--- config.mk ---
export PLATFORM = sky130hd
export DESIGN_NAME = adc_avg_filter
export DESIGN_NICKNAME = d
export VERILOG_FILES = /design/src/rtl/adc_avg_filter.sv
export SDC_FILE = /design/constraint.sdc
export NUM_CORES = 1
export LEC_CHECK = 0
export ABC_AREA = 1
export CORE_ASPECT_RATIO = 2
export CORE_MARGIN = 2
export CORE_UTILIZATION = 65
export DETAILED_ROUTE_END_ITERATION = 10
export GPL_TIMING_DRIVEN = 0
export HOLD_SLACK_MARGIN = 0.08
export PLACE_DENSITY_LB_ADDON = 0.05
export SKIP_CTS_REPAIR_TIMING = 1
export SLEW_MARGIN = 20
export SYNTH_ARGS = -nofsm -noshare
export SYNTH_HDL_FRONTEND = slang
export SYNTH_SLANG_ARGS = --single-unit
--- constraint.sdc ---
create_clock -name clk -period 4.7 [get_ports clk]
set_input_delay 0.94 -clock clk [delete_from_list [all_inputs] [get_ports clk]]
set_output_delay 0.94 -clock clk [all_outputs]
set_load 0.01 [all_outputs]
--- src/rtl/adc_avg_filter.sv ---
// Moving-average filter for an ADC whose chip-select strobe is asynchronous to clk.
// Each strobe edge captures one sample; the window average is offered on a valid/ready port.
module adc_avg_filter #(
  parameter int DEPTH_LOG2 = 3
) (
  input  logic        clk,
  input  logic        rst,
  input  logic [15:0] sample_in,
  input  logic        sample_strobe,
  input  logic        out_ready,
  output logic [15:0] out_data,
  output logic        out_valid,
  output logic        overrun
);

  localparam int WIN   = 1 << DEPTH_LOG2;
  localparam int SUM_W = 16 + DEPTH_LOG2;
  localparam logic [DEPTH_LOG2:0]   FILL_FULL = (DEPTH_LOG2 + 1)'(WIN);
  localparam logic [DEPTH_LOG2:0]   FILL_ONE  = (DEPTH_LOG2 + 1)'(1);
  localparam logic [DEPTH_LOG2-1:0] PTR_ONE   = DEPTH_LOG2'(1);

  typedef enum logic [1:0] {
    IDLE    = 2'd0,
    CAPTURE = 2'd1,
    ACCUM   = 2'd2,
    PRESENT = 2'd3
  } state_t;

  state_t                  state_r;
  state_t                  state_next_s;
  logic                    sync1_r;
  logic                    sync2_r;
  logic                    sync3_r;
  logic                    edge_s;
  logic                    discard_s;
  logic signed [15:0]      sample_r;
  logic signed [15:0]      oldest_r;
  logic signed [15:0]      buf_r [WIN];
  logic signed [SUM_W-1:0] sum_r;
  logic signed [SUM_W-1:0] sum_next_s;
  logic        [15:0]      avg_s;
  logic [DEPTH_LOG2-1:0]   wr_ptr_r;
  logic [DEPTH_LOG2:0]     fill_r;
  logic [DEPTH_LOG2:0]     fill_next_s;
  logic [15:0]             out_data_r;
  logic                    out_valid_r;
  logic                    overrun_r;

  // two-stage strobe synchronizer plus one delay stage for rising-edge detection
  always_ff @(posedge clk or negedge rst) begin
    if (!rst) begin
      sync1_r <= 1'b0;
      sync2_r <= 1'b0;
      sync3_r <= 1'b0;
    end else begin
      sync1_r <= sample_strobe;
      sync2_r <= sync1_r;
      sync3_r <= sync2_r;
    end
  end

  assign edge_s = sync2_r & ~sync3_r;

  // running-sum update and saturating fill count for the ACCUM step
  always_comb begin
    sum_next_s  = sum_r + {{DEPTH_LOG2{sample_r[15]}}, sample_r}
                        - {{DEPTH_LOG2{oldest_r[15]}}, oldest_r};
    avg_s       = 16'(sum_next_s >>> DEPTH_LOG2);
    if (fill_r == FILL_FULL) begin
      fill_next_s = fill_r;
    end else begin
      fill_next_s = fill_r + FILL_ONE;
    end
  end

  // next-state logic; an edge that cannot be taken is flagged for overrun
  always_comb begin
    state_next_s = state_r;
    discard_s    = 1'b0;
    case (state_r)
      IDLE: begin
        if (edge_s) begin
          state_next_s = CAPTURE;
        end else begin
          state_next_s = IDLE;
        end
      end
      CAPTURE: begin
        state_next_s = ACCUM;
        discard_s    = edge_s;
      end
      ACCUM: begin
        discard_s = edge_s;
        if (fill_next_s == FILL_FULL) begin
          state_next_s = PRESENT;
        end else begin
          state_next_s = IDLE;
        end
      end
      PRESENT: begin
        if (out_ready) begin
          if (edge_s) begin
            state_next_s = CAPTURE;
          end else begin
            state_next_s = IDLE;
          end
        end else begin
          state_next_s = PRESENT;
          discard_s    = edge_s;
        end
      end
      default: begin
        state_next_s = IDLE;
      end
    endcase
  end

  // state register
  always_ff @(posedge clk or negedge rst) begin
    if (!rst) begin
      state_r <= IDLE;
    end else begin
      state_r <= state_next_s;
    end
  end

  // sample capture, window buffer and running sum
  always_ff @(posedge clk or negedge rst) begin
    if (!rst) begin
      sample_r <= 16'sd0;
      oldest_r <= 16'sd0;
      sum_r    <= '0;
      wr_ptr_r <= '0;
      fill_r   <= '0;
      for (int i = 0; i < WIN; i++) begin
        buf_r[i] <= 16'sd0;
      end
    end else begin
      case (state_r)
        CAPTURE: begin
          sample_r <= sample_in;
          oldest_r <= buf_r[wr_ptr_r];
        end
        ACCUM: begin
          sum_r           <= sum_next_s;
          buf_r[wr_ptr_r] <= sample_r;
          wr_ptr_r        <= wr_ptr_r + PTR_ONE;
          fill_r          <= fill_next_s;
        end
        default: begin
        end
      endcase
    end
  end

  // registered outputs; out_data only changes when a new average is presented
  always_ff @(posedge clk or negedge rst) begin
    if (!rst) begin
      out_data_r  <= 16'h0000;
      out_valid_r <= 1'b0;
      overrun_r   <= 1'b0;
    end else begin
      out_valid_r <= (state_next_s == PRESENT);
      if ((state_r == ACCUM) && (state_next_s == PRESENT)) begin
        out_data_r <= avg_s;
      end
      if (discard_s) begin
        overrun_r <= 1'b1;
      end
    end
  end

  assign out_data  = out_data_r;
  assign out_valid = out_valid_r;
  assign overrun   = overrun_r;

endmodule

==> summary.txt, run 1 <==
Status
  • Outcome: completed

Global route
  • GRT overflow: 0
  • Largest net degree at the start of global routing: 88
  • First-pass GRT wire length: 42,900 µm
  • Global Route Usage Sum: 0.324
  • Initial antenna violation count: 0
  • Vias in the first global route: 8,736

Timing
  • FMAX: 359 MHz
  • Post-route setup slack: 1910 ps
  • Final max-slew violation count: 0
  • Worst Max-Slew Pin Slew: 661 ps
  • Final min period: 2790 ps
  • Max transition margin: 0.559
  • Clk_skew: 33.3 ps
  • Endpoints failing setup: 0
  • Final worst-path cycle share: 0.593
  • Unrepaired setup endpoints after global routing: no
  • Hold_ws: 356 ps
  • Final hold vios: 0

Drt
  • Initial DRC count: 671
  • Vias/cell: 5.70
  • Final ANT Viol Nets: 0
  • # DRC: 0
  • WL final: 25,900 µm
  • Routed wire length per instance: 17.1 µm
  • Pre-Repair DR Iteration Count: 6
  • Via count: 8,619

Yosys
  • Cell taking the most area after synthesis: dfrtp_1
  • Syn avg cell area: 8.32 µm²
  • Post-synth ARST share: 1.00
  • Synthesis warning total: 0
  • Synthesized flop and latch total: 209
  • Post-synth top flop: dfrtp_1
  • Synth unique cells: 32
  • Syn_nets: 1,302
  • Post-synth EDFFs: 0
  • Largest cells by area after synthesis: dfrtp_1, nand2_1, o21ai_0, inv_1, fa_1
  • Mapped Area: 10,300 µm²
  • Top-area cell type share of the netlist area: 0.508
  • Seq/Total Area, Yosys: 0.508
  • Synth Instances: 1,237

Floorplan
  • Die X: 93.0 µm
  • Starting density of the core: 0.659
  • Die footprint: 16,900 µm²
  • Die Ht: 182 µm
  • Area of the core: 15,600 µm²
  • Io pins: 38
  • Rows: 65

CTS
  • H-tree Lvls: 1
  • Clock latency on the worst-skew pair: 530 ps
  • CTS tree: done
  • CTS buffer count: 20
  • Clk sink count: 209
  • Clock Tree Root: clkbuf_16
  • Clock-pin transition on the worst setup and hold timing paths: 70 ps
  • Clock Tree Buf Depth: 3

Power and ir drop
  • P_int: 5.07 mW
  • Cell Pwr Density: 820 nW/µm²
  • Clock network power share: 0.166
  • NetSw: 4.46 mW
  • Share of power burned in registers: 0.304
  • Maximum VDD drop: 0.835 mV
  • Switching Share: 0.468
  • Comb pwr share: 0.529
  • Leakage Power: 5.70 nW

Critical path
  • Largest stage delay on the critical path: 510 ps
  • Critical Path, Cell by Cell: inv_1, fa_1, fa_1, inv_1, nand3_1, nand3_1, nand2_1, nand2_1, nand2_1, nand2_1, nand2_1, nand2_1, nand4_1, nand2_1
  • CP Data Required Time: 5140 ps
  • Top cell family by delay on the critical path: simple AND/OR/NAND/NOR gates
  • Slowest CP cell: fa_1
  • CP Depth: 14
  • CP endpoint kind: flip-flop
  • Crit path top cell by count: nand2_1
  • Bufs and invs on worst path: 2
  • Startpoint types: flip-flop
  • CP Max Fanout: 9
  • Worst path arrival time: 3230 ps
  • Reg2reg path depth: 14
  • Crit Path Class: reg2reg

Flow run
  • Max_cap viols: 0

Worst hold path
  • Worst Hold Class: reg2reg
  • Hold path depth: 0

Finish
  • Ratio of cells with drive above 1 in the final layout: 0.0526
  • Area added between synthesis and finish: 12.9%
  • Ant. Diodes: 0
  • Post-route insts no fill: 1,513
  • Final instance area: 11,600 µm²
  • Final nets: 1,363

Placement
  • Placed insts: 1,477
  • Hpwl dp: 19,100 µm
  • Cell Area, Placed: 11,000 µm²
  • Port bufs: 37
  • Pre-CTS setup slack: 1970 ps
  • Routability congestion estimate: 0.907
==> worst reg2reg max path: stages (launching register included) <==
cell	delay (ps)
dfrtp_1	380
inv_1	270
fa_1	520
fa_1	430
inv_1	150
nand3_1	90
nand3_1	110
nand2_1	70
nand2_1	160
nand2_1	100
nand2_1	70
nand2_1	50
nand2_1	100
nand4_1	120
nand2_1	90
==> cells in the mapped netlist (2+ instances only) <==
cell type / number
a211oi_1: 16
inv_1: 145
and2_1: 2
nand2_4: 2
buf_4: 3
a221oi_1: 16
dfrtp_1: 209
ha_1: 27
nor3_1: 4
nand2_1: 407
nand2_2: 4
inv_2: 2
buf_2: 13
xnor2_1: 2
a21oi_1: 15
clkbuf_1: 38
nor2_2: 4
nand4_1: 16
nor2_1: 34
o21ai_0: 182
nand3_1: 56
fa_1: 18
xor2_1: 11
o21ai_1: 3
==> state kept, by name (all words and copies together), names as in the netlist <==
name	count
sync3_r	1
out_valid	1
buf_r	128
out_data	16
sync2_r	1
sum_r	19
oldest_r	16
state_r	2
sample_r	16
fill_r	4
wr_ptr_r	3
overrun	1
sync1_r	1
==> cell usage in the layout (no fill, tap or decap), drive strengths merged <==
| master | synthesis | final |
|---|---|---|
| a31oi | 1 | 1 |
| ha | 27 | 27 |
| nand2 | 413 | 413 |
| a221oi | 16 | 16 |
| nand3 | 58 | 58 |
| xor2 | 11 | 11 |
| nand4 | 16 | 16 |
| xnor2 | 2 | 2 |
| inv | 147 | 147 |
| and2 | 2 | 2 |
| a21oi | 15 | 15 |
| o22ai | 1 | 1 |
| nand3b | 1 | 1 |
| nor3 | 4 | 4 |
| a211oi | 16 | 16 |
| dfrtp | 209 | 209 |
| clkinvlp | 0 | 2 |
| clkdlybuf4s50 | 0 | 36 |
| nor2 | 38 | 38 |
| buf | 18 | 21 |
| o21bai | 1 | 1 |
| o21ai | 185 | 185 |
| fa | 18 | 18 |
| clkinv | 0 | 10 |
| clkbuf | 38 | 62 |
==> final timing paths <==
path | from | end | slack, ps
min in group asynchronous | rst | buf_r[1]$_DFFE_PN0P_ | 380
setup / recovery | sample_r[1]$_DFFE_PN0N_ | out_data[9]$_DFFE_PN0P_ | 1910
hold / removal | sync1_r$_DFF_PN0_ | sync2_r$_DFF_PN0_ | 360
max in group asynchronous | rst | out_data[12]$_DFFE_PN0P_ | 3220
setup reg to reg | sample_r[1]$_DFFE_PN0N_ | out_data[9]$_DFFE_PN0P_ | 1910
hold reg to reg | sync1_r$_DFF_PN0_ | sync2_r$_DFF_PN0_ | 360
==> power by group through the flow <==
stage | registers (mW) | clock network, mW | logic (mW)
finish | 2.90 | 1.59 | 5.04
floorplan | 2.85 | 0 | 3.52
global placement | 2.90 | 0 | 4.82
detailed placement | 2.92 | 0 | 4.94
global route | 2.97 | 1.67 | 5.73
CTS | 2.90 | 1.60 | 5.00
==> per-stage QoR <==
step	utilization	TNS (ps)	total power, mW
floorplan	-	0	6.37
global placement	0.699	-1180030	7.72
detailed placement	0.703	0	7.86
CTS	0.745	0	9.50
global route	0.745	0	10.4
finish	0.745	0	9.53
==> area by class of cell <==
cell class	count	area [µm²]
sequential	209	5230
buffer	56	245
multi-input combinational	825	4270
inverter	147	552
clock inverter	12	105
clock buffer	24	546
timing repair buffer	39	430
fill	1190	3990
tap	201	251
==> per-layer routing <==
metal | global-route usage | vias to the layer above | routed length (µm)
met5 | 0 | - | 0
met4 | 0.152 | 0 | 1320
met3 | 0.0332 | 74 | 1150
met2 | 0.553 | 263 | 13000
met1 | 0.412 | 4205 | 10400
li1 | - | 4077 | -
==> cells by family after synthesis <==
family / after synthesis / share of synthesized area
AOI/OAI and AO/OA: 235 / 0.124
xor gates and xnor gates: 13 / 0.0111
adders and majority gates: 45 / 0.0678
buffers and inverters: 203 / 0.0774
DFF: 209 / 0.508
and+or+nand+nor: 532 / 0.211
Power figures use the tool's default switching activity.
==> run 2: changes to the inputs <==
CORE_UTILIZATION = 61   (was 65)
clock period = 2.8 ns   (was 4.7 ns; I/O delays follow)
==> run 2 against run 1 <==
Compared with the run above:
- die area up 6.3%
- sequential cell count unchanged
- combinational power up 85%
- register-to-register slack worse by 1800 ps
- core utilization down 2.2 points
- global-route usage up 0.12 points
- non-clock buffer count up 27
- final cell count up 2.0%
- total power up 77%
- largest power group unchanged
==> summary.txt, run 2 (synthesized netlist as in run 1, its figures left out) <==
Status
  • Outcome: completed

CTS
  • CTS buffer count: 19 (-5.0%)
  • Clock-pin transition on the worst setup and hold timing paths: 70 ps (about the same)
  • CTS tree: done
  • H-tree Lvls: 1 (unchanged)
  • Clock Tree Buf Depth: 3 (unchanged)
  • Clk sink count: 209 (unchanged)
  • Clock latency on the worst-skew pair: 510 ps (-20 ps)
  • Clock Tree Root: clkbuf_16

Placement
  • Port bufs: 37 (unchanged)
  • Pre-CTS setup slack: -63.7 ps (-2040 ps)
  • Routability congestion estimate: 1.06 (+17%)
  • Placed insts: 1,483 (+0.41%)
  • Hpwl dp: 20,600 µm (+7.8%)

Power and ir drop
  • Maximum VDD drop: 0.690 mV (-17%)
  • P_int: 9.12 mW (+80%)
  • NetSw: 7.75 mW (+74%)
  • Cell Pwr Density: 1400 nW/µm² (+71%)
  • Comb pwr share: 0.552 (+0.023)
  • Switching Share: 0.459 (-0.00873)
  • Leakage Power: 5.77 nW (+1.2%)
  • Share of power burned in registers: 0.289 (-0.015)
  • Clock network power share: 0.159 (-0.007)

Global route
  • Initial antenna violation count: 0 (unchanged)
  • Vias in the first global route: 8,423 (-3.6%)
  • GRT overflow: 0 (unchanged)
  • Global Route Usage Sum: 0.325 (+0.00123)
  • Largest net degree at the start of global routing: 95 (+8.0%)
  • First-pass GRT wire length: 44,200 µm (+3.0%)

Timing
  • Final max-slew violation count: 0 (unchanged)
  • Clk_skew: 25.4 ps (-7.88 ps)
  • Endpoints failing setup: 0 (unchanged)
  • Max transition margin: 0.548 (-0.0113)
  • Post-route setup slack: 127 ps (-1790 ps)
  • FMAX: 374 MHz (+4.2%)
  • Final min period: 2670 ps (-113 ps)
  • Worst Max-Slew Pin Slew: 678 ps (+16.9 ps)
  • Final hold vios: 0 (unchanged)
  • Final worst-path cycle share: 0.955 (+0.362)

Finish
  • Ant. Diodes: 0 (unchanged)
  • Max FFs per register: 128 (unchanged)
  • Fin util: 0.722 (-0.0224)
  • Final nets: 1,390 (+2.0%)
  • Largest regs: buf_r x128, sum_r x19
  • Ratio of cells with drive above 1 in the final layout: 0.102 (+0.0491)
  • Commonest non-fill, non-tap cells in the layout: nand2_1, dfrtp_1, o21ai_0, inv_1, nand3_1
  • Post-route insts no fill: 1,544 (+2.0%)
  • Largest Register: buf_r
  • Area added between synthesis and finish: 17.0%
  • Most common cell after layout, fill and taps aside: nand2_1

Drt
  • Vias/cell: 5.55 (-2.6%)
  • Pre-Repair DR Iteration Count: 6 (unchanged)
  • Initial DRC count: 698 (+4.0%)
  • # DRC: 0 (unchanged)
  • Via count: 8,569 (-0.58%)
  • WL final: 28,000 µm (+8.1%)
  • Final ANT Viol Nets: 0 (unchanged)
  • Routed wire length per instance: 18.1 µm (+5.9%)

Critical path
  • Slowest CP cell: fa_1
  • Startpoint types: flip-flop
  • CP Max Fanout: 5 (-4)
  • Top cell family by delay on the critical path: adder cells
  • Worst path arrival time: 3020 ps (-210 ps)
  • CP endpoint kind: flip-flop
  • Bufs and invs on worst path: 3 (+1)
  • Critical Path, Cell by Cell: clkinvlp_4, fa_1, inv_1, ha_4, nand2_1, inv_1, a21oi_1, nand2_2, nand2_1, nand2_1, nand2_1, nand2_1, nand2_1, o21ai_0
  • Largest stage delay on the critical path: 580 ps (+70 ps)
  • Crit path top cell by count: nand2_1
  • Crit Path Class: reg2reg
  • CP Data Required Time: 3140 ps (-2000 ps)

Floorplan
  • Die X: 95.9 µm (+3.1%)
  • Io pins: 38 (unchanged)
  • Die footprint: 18,000 µm² (+6.3%)
  • Rows: 67 (+3.1%)
  • Area of the core: 16,700 µm² (+6.8%)
  • Starting density of the core: 0.617 (-0.0422)
  • Die Ht: 188 µm (+3.2%)

Flow run
  • Max_cap viols: 0 (unchanged)

Worst hold path
  • Worst Hold Class: reg2reg
[run 2: metal layers]
metal	GRT usage	vias up	share of wire
met1	0.378	4066	0.35
li1	-	4129	-
met5	0	-	0
met4	0.185	0	0.067
met2	0.567	276	0.53
met3	0.0346	98	0.050
[run 2: worst paths after layout]
| kind | slack (ps) | end | from | cells past startpoint |
|---|---|---|---|---|
| max | 130 | sum_r[12]$_DFFE_PN0P_ | sample_r[6]$_DFFE_PN0N_ | 14 |
| min | 350 | sync2_r$_DFF_PN0_ | sync1_r$_DFF_PN0_ | 0 |
| max reg2reg | 130 | sum_r[12]$_DFFE_PN0P_ | sample_r[6]$_DFFE_PN0N_ | 14 |
| min reg2reg | 350 | sync2_r$_DFF_PN0_ | sync1_r$_DFF_PN0_ | 0 |
| max in group asynchronous | 1550 | buf_r[52]$_DFFE_PN0P_ | rst | 3 |
| min in group asynchronous | 500 | fill_r[3]$_DFFE_PN0P_ | rst | 2 |
[run 2: area by class of cell]
type                            instances  area, µm²
Buffer                                 56        245
Fill cell                            1355       4630
Clock buffer                           27        546
Clock inverter                          6       86.3
Tap cell                              207        259
Inverter                              147        601
Sequential cell                       209       5230
Timing Repair inverter                  1       5.00
Multi-Input combinational cell        825       4430
Timing Repair Buffer                   66        648
[run 2: power by group through the flow]
stage	clock (mW)	combinational [mW]	sequential, mW
finish	2.68	9.32	4.87
global route	2.81	10.5	5.01
CTS	2.70	8.37	4.83
detailed placement	0	8.32	4.87
global placement	0	8.19	4.84
floorplan	0	5.92	4.78
[run 2: stage by stage]
| stage | TNS (ps) | hold WS [ps] | power, mW | area (µm²) |
|---|---|---|---|---|
| 6_report | 0 | 354 | 16.9 | 12000 |
| 5_1_grt | -17.4 | 368 | 18.3 | 12000 |
| 4_1_cts | -220 | -83.3 | 15.9 | 11600 |
| 3_5_place_dp | -101 | 346 | 13.2 | 11000 |
| 3_3_place_gp | -1545800 | 332 | 13.0 | 10900 |
| 2_1_floorplan | 0 | 264 | 10.7 | 10300 |
==> patch 1: new RTL, config.mk and constraints of run 1 <==
Register the output `overrun` once more, cleared by the reset; this adds one clock of latency there. The other outputs are not delayed to match.
--- a/src/rtl/adc_avg_filter.sv
+++ b/src/rtl/adc_avg_filter.sv
@@ -172,7 +172,13 @@
 
   assign out_data  = out_data_r;
   assign out_valid = out_valid_r;
-  assign overrun   = overrun_r;
+  always_ff @(posedge clk or negedge rst) begin
+    if (!rst) begin
+      overrun <= '0;
+    end else begin
+      overrun <= overrun_r;
+    end
+  end
 
 endmodule
 
Check against the original RTL: not equivalent (Yosys sat finds a counterexample within 10 cycles, from zero or initial values and one cycle with rst low).
==> patch 1 against run 1 <==
- sequential share of layout area grew 0.52 points
- combinational power shrank 2%
- non-clock buffer count is the same
- clock power shrank 9%
- hold slack lost 0.038 ns
- die area grew 0.24%
- routed wire length grew 2.9%
- sequential cell count grew 1
- final area shrank 0.68%
- sequential power is essentially flat
- total power shrank 2.4%
- worst setup slack lost 0.096 ns
- synthesized area grew 0.24%
- largest power group unchanged
- highest routed layer unchanged
==> patch 1: results (changes against run 1) <==
| Metric | Value |
|---|---|
| Filler Cell Count | `1291 (+8.5%)` |
| HPWL Detailed | `19.80 mm (+3.8%)` |
| CP delay by family, top | `adder cells` |
| Routed Wire Length | `26.63 mm (+2.9%)` |
| Share of cells above drive strength 1 | `0.04507 (-0.007519)` |
| Sequential area share after synthesis | `0.5092 (+0.001193)` |
| Status | `finished, final reports clean` |
| Layout Skew | `0.01629 ns (-0.01703 ns)` |
| Routed metal-1 wirelength | `9.721 mm (-6.3%)` |
| GRT Total Usage | `0.3303 (+0.006464)` |
| Largest net degree at the start of global routing | `84 (-4.5%)` |
| P_leak | `0.005656 µW (-0.75%)` |
| Top post-synthesis cells by area | `dfrtp_1, nand2_1, o21ai_0` |
| Adder-cell area share of the yosys netlist | `0.06764 (-0.0001644)` |
| Pre-CTS WS | `1.867 ns (-0.1049 ns)` |
| Worst hold path type | `input port to async pin` |
| Met2 usage | `0.5771 (+0.02435)` |
| Xor-xnor portion of the synthesized cell area | `0.01103 (-0.00002681)` |
| Met3 wire length | `1.227 mm (+6.9%)` |
| Reg-to-reg endpoint | `sum_r[12]` |
| Vias in the first global route | `8403 (-3.8%)` |
| Avg Inst Size Synth | `8.337 µm² (+0.16%)` |
| DR iter-0 viols | `551 (-18%)` |
| Clock share of power | `0.155 (-0.011)` |
| Syn Nets | `1303 (+0.077%)` |
| Flop-to-flop setup slack | `1.82 ns (-0.10 ns)` |
| Rel. slew slack | `0.5748 (+0.01542)` |
| # placed instances | `1478 (+0.068%)` |
| Part of the power in combinational logic | `0.533 (+0.004)` |
| Pwr dens | `805.2 nW/µm² (-1.8%)` |
| VDD IR max | `0.3709 mV (-56%)` |
| Worst-Skew Late Latency | `0.51 ns (-0.02 ns)` |
| Met1 Track Usage GR | `0.3852 (-0.02721)` |
| Internal power | `4980 µW (-1.8%)` |
-- patch 1: cell count changes after synthesis, sizes merged --
cell   before  now
dfrtp     209  210
-- patch 1: how the worst min path moves through the flow --
stage | startpoint | endpoint | slack [ns] | cells past startpoint
floorplan | sync1_r | sync2_r | 0.33 | 0
global placement | sync1_r | sync2_r | 0.34 | 0
finish | rst | overrun | 0.32 | 1
CTS | rst | sync3_r | 0.34 | 1
detailed placement | sync1_r | sync2_r | 0.35 | 0
global route | rst | overrun | 0.36 | 1
-- patch 1: cell type report --
type / count / area [µm²] / area share
clock inverter: 5 / 31.28 / 0.002708
clock buffer: 27 / 515.5 / 0.04463
sequential: 210 / 5255 / 0.4550
timing repair buffer: 39 / 430.4 / 0.03727
inverter: 147 / 551.8 / 0.04777
multi-input combinational: 825 / 4269 / 0.3696
buffer: 56 / 245.2 / 0.02123
tap: 201 / 251.5 / 0.02177
==> patch 2: new RTL, config.mk and constraints of run 1 <==
Made on the original files. `DEPTH_LOG2`: 3 -> 2.
--- a/src/rtl/adc_avg_filter.sv
+++ b/src/rtl/adc_avg_filter.sv
@@ -1,7 +1,7 @@
 // Moving-average filter for an ADC whose chip-select strobe is asynchronous to clk.
 // Each strobe edge captures one sample; the window average is offered on a valid/ready port.
 module adc_avg_filter #(
-  parameter int DEPTH_LOG2 = 3
+  parameter int DEPTH_LOG2 = 2
 ) (
   input  logic        clk,
   input  logic        rst,
Check against the original RTL: no difference found for any inputs over 10 cycles, from zero or initial values and one cycle with rst low; that may be too few to reach the edited logic, so the function may still have changed.
==> patch 2 against run 1 <==
- hold slack worse by 0.0074 ns
- worst setup slack better by 0.057 ns
- routed wire length decreased by 31%
- non-clock buffer count down 21
- first-iteration DRC count is 63% lower
- sequential share of layout area down 3.0 points
- sequential cell count fell by 67
- synthesized area decreased by 29%
- fmax grew 2.1%
- final area down 27%
- largest cell class unchanged
Power is not shown: default switching activity piles up to over one toggle a cycle in this logic, so the estimate is an artifact.
==> patch 2: results (changes against run 1) <==
| Metric | Value |
|---|---|
| Status | `finished, final reports clean` |
| Largest regs | `buf_r x64, sum_r x18` |
| Via count | `6109 (-29%)` |
| Fin nets | `1019 (-25%)` |
| CTS Buf Count | `17 (-15%)` |
| GRT Total Usage | `0.3145 (-0.009337)` |
| Rel. slew slack | `0.5867 (+0.02733)` |
| Worst Hold Path EP | `sync2_r` |
| DR iter-0 viols | `245 (-63%)` |
| Largest net degree at the start of global routing | `93 (+5.7%)` |
| First-pass GRT wire length | `29.48 mm (-31%)` |
| Max FO, Critical Path | `6 (-3)` |
| Yosys cell types | `28 (-13%)` |
| Yosys warnings | `0 (unchanged)` |
| Top post-synthesis cells by area | `dfrtp_1, nand2_1, o21ai_0` |
| Layout Skew | `0.009236 ns (-0.02408 ns)` |
| Reg2Reg Depth | `14 (unchanged)` |
| CTS H-tree depth | `4 (+3)` |
| HPWL Detailed | `13.65 mm (-28%)` |
| Gp weighted congestion | `0.9596 (+5.8%)` |
| Syn Nets | `962 (-26%)` |
| Pre-CTS WS | `2.020 ns (+0.04813 ns)` |
| Worst-Skew Late Latency | `0.43 ns (-0.10 ns)` |
| Clock Tree Buf Depth | `2 (-1)` |
| Drt pass-1 iters | `7 (+1)` |
| Share of cells above drive strength 1 | `0.05176 (-0.0008316)` |
| Reg-to-reg endpoint | `sum_r[17]` |
| R2R Path Start | `sample_r[7]` |
| Vias in the first global route | `6529 (-25%)` |
| Filler Cell Count | `815 (-32%)` |
| Routed Wire Length | `17.80 mm (-31%)` |
| Commonest cells in the netlist | `nand2_1, dfrtp_1, o21ai_0` |
| Sequential area share after synthesis | `0.4850 (-0.02299)` |
| WP data arrival | `3.04 ns (-0.19 ns)` |
-- patch 2: cell type report --
type                       count  area, µm²  share of cell area
timing repair buffer          38      402.9             0.04765
multi-input combinational    609       3212              0.3798
buffer                        36      152.6             0.01805
clock buffer                  17      425.4             0.05031
sequential                   142       3553              0.4202
clock inverter                15      125.1             0.01480
inverter                     109      409.1             0.04839
tap                          140      175.2             0.02072
-- patch 2: worst max-delay path by stage --
stage	slack, ns	endpoint	startpoint	cells past startpoint
floorplan	2.50	sum_r[6]	sample_r[1]	9
global placement	-2.63	buf_r[29]	rst	1
detailed placement	2.02	sum_r[17]	sample_r[7]	14
CTS	2.05	sum_r[17]	sample_r[7]	14
global route	1.82	sum_r[17]	sample_r[7]	14
finish	1.97	sum_r[17]	sample_r[7]	14
-- patch 2: cells by family (layout without fill, tap and decap cells) --
family,after synthesis,count (layout),synth area share
simple gates,383,383,0.2118
compound gates,171,171,0.1199
buf+inv,145,215,0.07668
flops,142,142,0.4850
fa+ha+maj,46,46,0.09597
xor+xnor,9,9,0.01076
-- patch 2: worst max-delay path, cell delays in order, from the launching register on --
cell	delay, ns
dfrtp_1	0.32
inv_1	0.11
fa_1	0.57
inv_1	0.05
ha_1	0.35
nand2_1	0.13
inv_1	0.05
a21oi_1	0.29
nand3_1	0.25
nand2_1	0.14
nand2_1	0.06
nand2_1	0.06
nand2_1	0.10
nand2_1	0.09
nand2_1	0.06
-- patch 2: per-layer routing --
layer / GRT usage / up-vias / routed length, µm
li1: - / 2939 / -
met1: 0.3214 / 2957 / 6464
met2: 0.5944 / 153 / 9938
met3: 0.04108 / 60 / 489
met4: 0.1732 / 0 / 907
met5: 0 / - / 0
-- patch 2: per-stage QoR --
stage	hold slack (ns)	cells	area, µm²	utilization
finish	0.3484	1106	8456	0.7725
detailed placement	0.3358	1074	7905	0.7222
CTS	0.3506	1106	8456	0.7725
floorplan	0.3312	896	7327	-
global placement	0.3325	1073	7873	0.7193
global route	0.3730	1106	8456	0.7725
